--- config.mk ---
export PLATFORM = sky130hd
export DESIGN_NAME = ssc_host
export DESIGN_NICKNAME = d
export VERILOG_FILES = /design/src/rtl/ssc_host_pkg.sv /design/src/rtl/sample_fifo.sv /design/src/rtl/ssc_host.sv
export SDC_FILE = /design/constraint.sdc
export NUM_CORES = 1
export LEC_CHECK = 0
export ABC_AREA = 1
export CAP_MARGIN = 20
export CORE_AREA = 2 2 129 131
export CTS_CLUSTER_DIAMETER = 60
export CTS_CLUSTER_SIZE = 20
export DETAILED_ROUTE_END_ITERATION = 8
export DIE_AREA = 0 0 131 133
export HOLD_SLACK_MARGIN = 0.02
export PLACE_DENSITY_LB_ADDON = 0.15
export SETUP_SLACK_MARGIN = 0.15
export SYNTH_ARGS = -nofsm -noshare
export SYNTH_HDL_FRONTEND = slang
export SYNTH_HIERARCHICAL = 1
export SYNTH_SLANG_ARGS = --single-unit
--- constraint.sdc ---
create_clock -name clk -period 4.05 [get_ports clk]
set_input_delay 0.81 -clock clk [delete_from_list [all_inputs] [get_ports clk]]
set_output_delay 0.81 -clock clk [all_outputs]
set_load 0.01 [all_outputs]
--- src/rtl/ssc_host_pkg.sv ---
// Shared definitions for the sample-stream host.
// Holds the bus/sample widths, the bus FSM state type and a saturating
// increment used by the underrun counter.
package ssc_host_pkg;

  localparam int unsigned BusW = 32;
  localparam int unsigned SmpW = 16;
  localparam int unsigned CntW = 16;

  typedef enum logic [1:0] {
    StIdle,
    StWr,
    StRd,
    StRsp
  } bus_state_e;

  function automatic logic [CntW-1:0] sat_inc(input logic [CntW-1:0] v);
    return (v == {CntW{1'b1}}) ? v : v + CntW'(1);
  endfunction

endpackage

--- src/rtl/sample_fifo.sv ---
// Synchronous first-in first-out buffer for ADC samples.
// Ports:
//   clk_i, rst_ni      clock, synchronous active-low reset
//   wr_en_i, wdata_i   push request and data (ignored when full)
//   rd_en_i, rdata_o   pop request (ignored when empty); rdata_o shows the head
//   full_o, empty_o    registered occupancy flags
//   count_o            current number of stored entries
module sample_fifo #(
  parameter int unsigned Depth = 4,
  parameter int unsigned Width = 16
) (
  input  logic                       clk_i,
  input  logic                       rst_ni,
  input  logic                       wr_en_i,
  input  logic [Width-1:0]           wdata_i,
  input  logic                       rd_en_i,
  output logic [Width-1:0]           rdata_o,
  output logic                       full_o,
  output logic                       empty_o,
  output logic [$clog2(Depth):0]     count_o
);

  localparam int unsigned PtrW = $clog2(Depth);

  logic [Width-1:0] mem_q [Depth];
  logic [PtrW-1:0]  wr_ptr_q, rd_ptr_q;
  logic [PtrW:0]    count_q;
  logic             do_wr, do_rd;

  assign full_o  = (count_q == (PtrW + 1)'(Depth));
  assign empty_o = (count_q == '0);
  assign count_o = count_q;
  assign rdata_o = mem_q[rd_ptr_q];

  assign do_wr = wr_en_i && !full_o;
  assign do_rd = rd_en_i && !empty_o;

  // Storage carries no reset; only pointers and occupancy are state.
  always_ff @(posedge clk_i) begin
    if (do_wr) begin
      mem_q[wr_ptr_q] <= wdata_i;
    end
  end

  // Depth is a power of two, so pointers wrap by natural overflow.
  always_ff @(posedge clk_i) begin
    if (!rst_ni) begin
      wr_ptr_q <= '0;
      rd_ptr_q <= '0;
      count_q  <= '0;
    end else begin
      if (do_wr) begin
        wr_ptr_q <= wr_ptr_q + PtrW'(1);
      end
      if (do_rd) begin
        rd_ptr_q <= rd_ptr_q + PtrW'(1);
      end
      unique case ({do_wr, do_rd})
        2'b10:   count_q <= count_q + (PtrW + 1)'(1);
        2'b01:   count_q <= count_q - (PtrW + 1)'(1);
        default: count_q <= count_q;
      endcase
    end
  end

endmodule

--- src/rtl/ssc_host.sv ---
// Host bridge: turns valid/ready host commands into one-cycle register bus
// strobes toward the analyzer, and paces a buffered sample stream into the
// analyzer at one push opportunity every ADC_DIV clocks.
// Ports:
//   clk, rst                         clock, synchronous active-low reset
//   cmd_valid/cmd_ready/cmd_write/cmd_addr/cmd_wdata   host command channel
//   rsp_valid/rsp_ready/rsp_data     read response channel
//   addr/Wdata/write/read/Rdata      register bus to analyzer
//   smp_valid/smp_ready/smp_data     incoming sample stream
//   ADC/pushADC                      sample push to analyzer
//   underrun_cnt                     saturating count of missed push slots
module ssc_host
  import ssc_host_pkg::*;
#(
  parameter int unsigned FIFO_DEPTH = 4,
  parameter int unsigned ADC_DIV    = 4
) (
  input  logic            clk,
  input  logic            rst,
  input  logic            cmd_valid,
  output logic            cmd_ready,
  input  logic            cmd_write,
  input  logic [BusW-1:0] cmd_addr,
  input  logic [BusW-1:0] cmd_wdata,
  output logic            rsp_valid,
  input  logic            rsp_ready,
  output logic [BusW-1:0] rsp_data,
  output logic [BusW-1:0] addr,
  output logic [BusW-1:0] Wdata,
  output logic            write,
  output logic            read,
  input  logic [BusW-1:0] Rdata,
  input  logic            smp_valid,
  output logic            smp_ready,
  input  logic [SmpW-1:0] smp_data,
  output logic [SmpW-1:0] ADC,
  output logic            pushADC,
  output logic [CntW-1:0] underrun_cnt
);

  localparam int unsigned DivW = (ADC_DIV > 1) ? $clog2(ADC_DIV) : 1;
  localparam logic [DivW-1:0] DivLast = DivW'(ADC_DIV - 1);

  // ---------------------------------------------------------------------------
  // Register bus FSM
  // ---------------------------------------------------------------------------
  bus_state_e      state_q;
  logic [BusW-1:0] addr_q, wdata_q, rsp_data_q;
  logic            write_q, read_q, rsp_valid_q;

  // Gated by rst so the host sees no acceptance while reset is held.
  assign cmd_ready = rst && (state_q == StIdle);

  always_ff @(posedge clk) begin
    if (!rst) begin
      state_q     <= StIdle;
      addr_q      <= '0;
      wdata_q     <= '0;
      write_q     <= 1'b0;
      read_q      <= 1'b0;
      rsp_valid_q <= 1'b0;
      rsp_data_q  <= '0;
    end else begin
      unique case (state_q)
        StIdle: begin
          if (cmd_valid && cmd_ready) begin
            addr_q  <= cmd_addr;
            wdata_q <= cmd_wdata;
            write_q <= cmd_write;
            read_q  <= !cmd_write;
            state_q <= cmd_write ? StWr : StRd;
          end
        end
        StWr: begin
          write_q <= 1'b0;
          state_q <= StIdle;
        end
        StRd: begin
          // Analyzer returns Rdata combinationally during the read cycle.
          read_q      <= 1'b0;
          rsp_data_q  <= Rdata;
          rsp_valid_q <= 1'b1;
          state_q     <= StRsp;
        end
        StRsp: begin
          if (rsp_ready) begin
            rsp_valid_q <= 1'b0;
            state_q     <= StIdle;
          end
        end
        default: state_q <= StIdle;
      endcase
    end
  end

  assign addr      = addr_q;
  assign Wdata     = wdata_q;
  assign write     = write_q;
  assign read      = read_q;
  assign rsp_valid = rsp_valid_q;
  assign rsp_data  = rsp_data_q;

  // ---------------------------------------------------------------------------
  // Sample path
  // ---------------------------------------------------------------------------
  logic [SmpW-1:0]             fifo_rdata;
  logic                        fifo_full, fifo_empty;
  logic [$clog2(FIFO_DEPTH):0] fifo_count;
  logic                        fifo_wr, pop, tick;

  logic [DivW-1:0] div_q;
  logic [SmpW-1:0] adc_q;
  logic            push_q;
  logic [CntW-1:0] underrun_q;

  assign smp_ready = rst && !fifo_full;
  assign fifo_wr   = smp_valid && smp_ready;
  assign tick      = (div_q == DivLast);
  assign pop       = tick && !fifo_empty;

  sample_fifo #(
    .Depth (FIFO_DEPTH),
    .Width (SmpW)
  ) u_fifo (
    .clk_i   (clk),
    .rst_ni  (rst),
    .wr_en_i (fifo_wr),
    .wdata_i (smp_data),
    .rd_en_i (pop),
    .rdata_o (fifo_rdata),
    .full_o  (fifo_full),
    .empty_o (fifo_empty),
    .count_o (fifo_count)
  );

  always_ff @(posedge clk) begin
    if (!rst) begin
      div_q      <= '0;
      adc_q      <= '0;
      push_q     <= 1'b0;
      underrun_q <= '0;
    end else begin
      div_q  <= tick ? '0 : div_q + DivW'(1);
      push_q <= pop;
      if (pop) begin
        adc_q <= fifo_rdata;
      end
      if (tick && fifo_empty) begin
        underrun_q <= sat_inc(underrun_q);
      end
    end
  end

  assign ADC          = adc_q;
  assign pushADC      = push_q;
  assign underrun_cnt = underrun_q;

  // Structural invariants of the bridge.
  assert property (@(posedge clk) disable iff (!rst) !(write && read));
  assert property (@(posedge clk) disable iff (!rst)
                   fifo_count <= ($clog2(FIFO_DEPTH) + 1)'(FIFO_DEPTH));

endmodule

==> metrics <==
sequential area share after synthesis=61.01%; DR pass1 iterations=4; min Tclk post-route=2.813 ns; Comb power frac=12.0%; post_cts resized=0; CTS Hold Bufs=0; status=finished, final reports clean; largest net degree at the start of global routing=72; core area=16170 um^2; worst-margin pin slew=1.040 ns; Slew HR=30.58%; Lkg Pwr=4.067 nW; # setup viols final=0; Syn Area/Cell=8.767 um^2; critical-path maximum fanout=36; Die Ht=133 um; Clk Latency, worst-skew pair=0.48 ns; final core utilization=68.58%; RePlAce Congestion=0.8429; setup repair after global routing missed its margin=false; first-pass GRT wire length=31550 um; Fmax=355.5 MHz; number of max-cap violations=0; library cells used by synthesis=29; Rows=47; full die area=17420 um^2; sink count of the clock tree=209; Sw Ratio=23.22%; area occupied by multi-input gates=2691 um^2; Cell Int Power=0.003450 W; Area Growth Syn to Fin=40.25%; n_diodes=0; CP Capture Type=output pin; fin. max-slew vios=0; Clk network pwr share=37.0%; CTS tree=done; endpoints failing hold=0; gr ovfl total=0; Synth Warn #=6; Initial Utilization=48.90%; hold crit path type=reg -> reg; commonest non-fill, non-tap cell in the layout=clkdlybuf4s50_1; die extent in x=131 um; cells after synthesis=902; Switch Pwr=0.001043 W; CP Launch Type=primary input; root buffer cell=clkbuf_16; layout cell share with drive strength beyond 1=4.621%; period utilization=69.46%; port bufs=251; setup bufs post-CTS=0; Flop pwr share=51.0%; kind of critical path=in -> out; DRC Markers=0; Synth Net Count=1028; FILL cells=1285; Final nets=1263; Peak VDD IR=0.4400 mV; clk slew on worst S/H paths=0.08 ns; Seq cells post-synth=209; Final Skew=0.01241 ns; Global Route Usage Sum=22.39%; register area=4825 um^2; post-route ant nets=0; mapped cell area=7908 um^2; DRT iter0 DRCs=294; initial antenna violation count=0; Final HPWL DP=13630 um; vias in the first global route=6438; CTS Buffer Depth=3; CTS H-Tree Depth=1; Worst Path Arrival=2.00 ns; PD cells=405.2 nW/um^2; io pins=252; vias per inst=4.958; commonest non-fill, non-tap cells in the layout=clkdlybuf4s50_1, nand2_1, nor2_1; post-DR wirelength/cell=14.60 um; Req. time, crit path=3.24 ns; total CTS buffers=16; WHS=0.4367 ns; Post-Route Setup TNS=0 ns; via count=6778; final WL=19960 um
==> cell families after synthesis <==
kind of cell / Yosys count / share of synthesized area [%]
AND/OR/NAND/NOR: 417 / 20.84
flip-flops: 209 / 61.01
buffers and inverters: 87 / 4.952
AO/OA/AOI/OAI: 181 / 11.84
adder cells (fa/ha/maj): 8 / 1.361
==> metrics by stage <==
stage | area (um^2) | power, W | cells | setup WS (ns)
global route | 11090 | 0.004681 | 1367 | 1.048
CTS | 11090 | 0.004539 | 1367 | 1.225
finish | 11090 | 0.004494 | 1367 | 1.237
detailed placement | 10540 | 0.002881 | 1339 | 1.175
global placement | 10540 | 0.002873 | 1339 | 1.203
floorplan | 7908 | 0.002566 | 902 | 1.605
==> area by class of cell <==
type	instances	share of cell area, %
Sequential cell	209	43.50
Tap cell	220	2.482
Inverter	41	1.388
Timing Repair Buffer	263	23.42
Clock buffer	19	3.903
Multi-Input combinational cell	606	24.27
Clock inverter	9	1.038
==> layer usage <==
layer | wire length [um] | vias to the layer above | part of all wire, % | GRT usage [%]
met5 | 0 | - | 0 | 0
met4 | 402 | 0 | 2.0 | 6.383
met1 | 8235 | 3104 | 41 | 27.78
li1 | - | 3429 | - | -
met3 | 1667 | 33 | 8.4 | 6.106
met2 | 9658 | 212 | 48 | 38.08
==> path summary, 6_finish.rpt <==
check	depth (start not counted)	from	slack, ns	end
worst max-delay path	5	rst	1.24	smp_ready
worst min-delay path	1	div_q[0]	0.44	div_q[0]
worst max register to register	15	u_fifo/count_o[1]	1.36	u_fifo/count_o[2]
worst min register to register	1	div_q[0]	0.44	div_q[0]
==> registers in the layout, indices dropped and copies added, names as in the netlist, 2 cells and up, named ones only <==
name and cells:
u_fifo/mem_q 64, Wdata 32, addr 32, rsp_data 32, ADC 16, underrun_cnt 16
u_fifo/count_o 3, div_q 2, state_q 2, u_fifo/rd_ptr_q 2, u_fifo/wr_ptr_q 2
==> power by group through the flow <==
stage / Sequential (W) / Combinational (W) / Clock, W
6_report: 0.00229 / 0.000540 / 0.00166
5_1_grt: 0.00230 / 0.000595 / 0.00178
4_1_cts: 0.00229 / 0.000545 / 0.00170
3_3_place_gp: 0.00233 / 0.000539 / 0
3_5_place_dp: 0.00234 / 0.000543 / 0
2_1_floorplan: 0.00237 / 0.000196 / 0
==> Yosys cell counts <==
master,count,area [um^2]
nand2_2,3,18.77
nand3b_1,2,15.01
o21ai_1,28,140.1
edfxtp_1,64,1922
nand2_1,188,705.7
nand4_1,3,18.77
nor2_1,185,694.4
buf_6,5,56.30
ha_1,7,87.58
nor3_1,4,20.02
clkbuf_1,20,75.07
o211ai_1,1,7.510
o22ai_1,17,106.4
buf_4,3,22.52
nor3b_1,2,15.01
buf_2,13,65.06
buf_1,5,18.77
inv_1,36,135.1
a21oi_1,78,390.4
dfxtp_1,145,2903
and2_1,1,6.260
fa_1,1,20.02
and3_1,1,6.260
o21ai_0,56,280.3
nor2_2,6,37.54
inv_2,4,15.01
clkinv_1,1,3.750
nand3_1,22,110.1
o221a_2,1,11.26
==> worst max-delay path: stages <==
cell	delay (ns)
buf_2	0.11
inv_2	0.14
buf_4	0.38
nor2_1	0.08
clkdlybuf4s50_1	0.48
(Power assumes the default switching activity.)
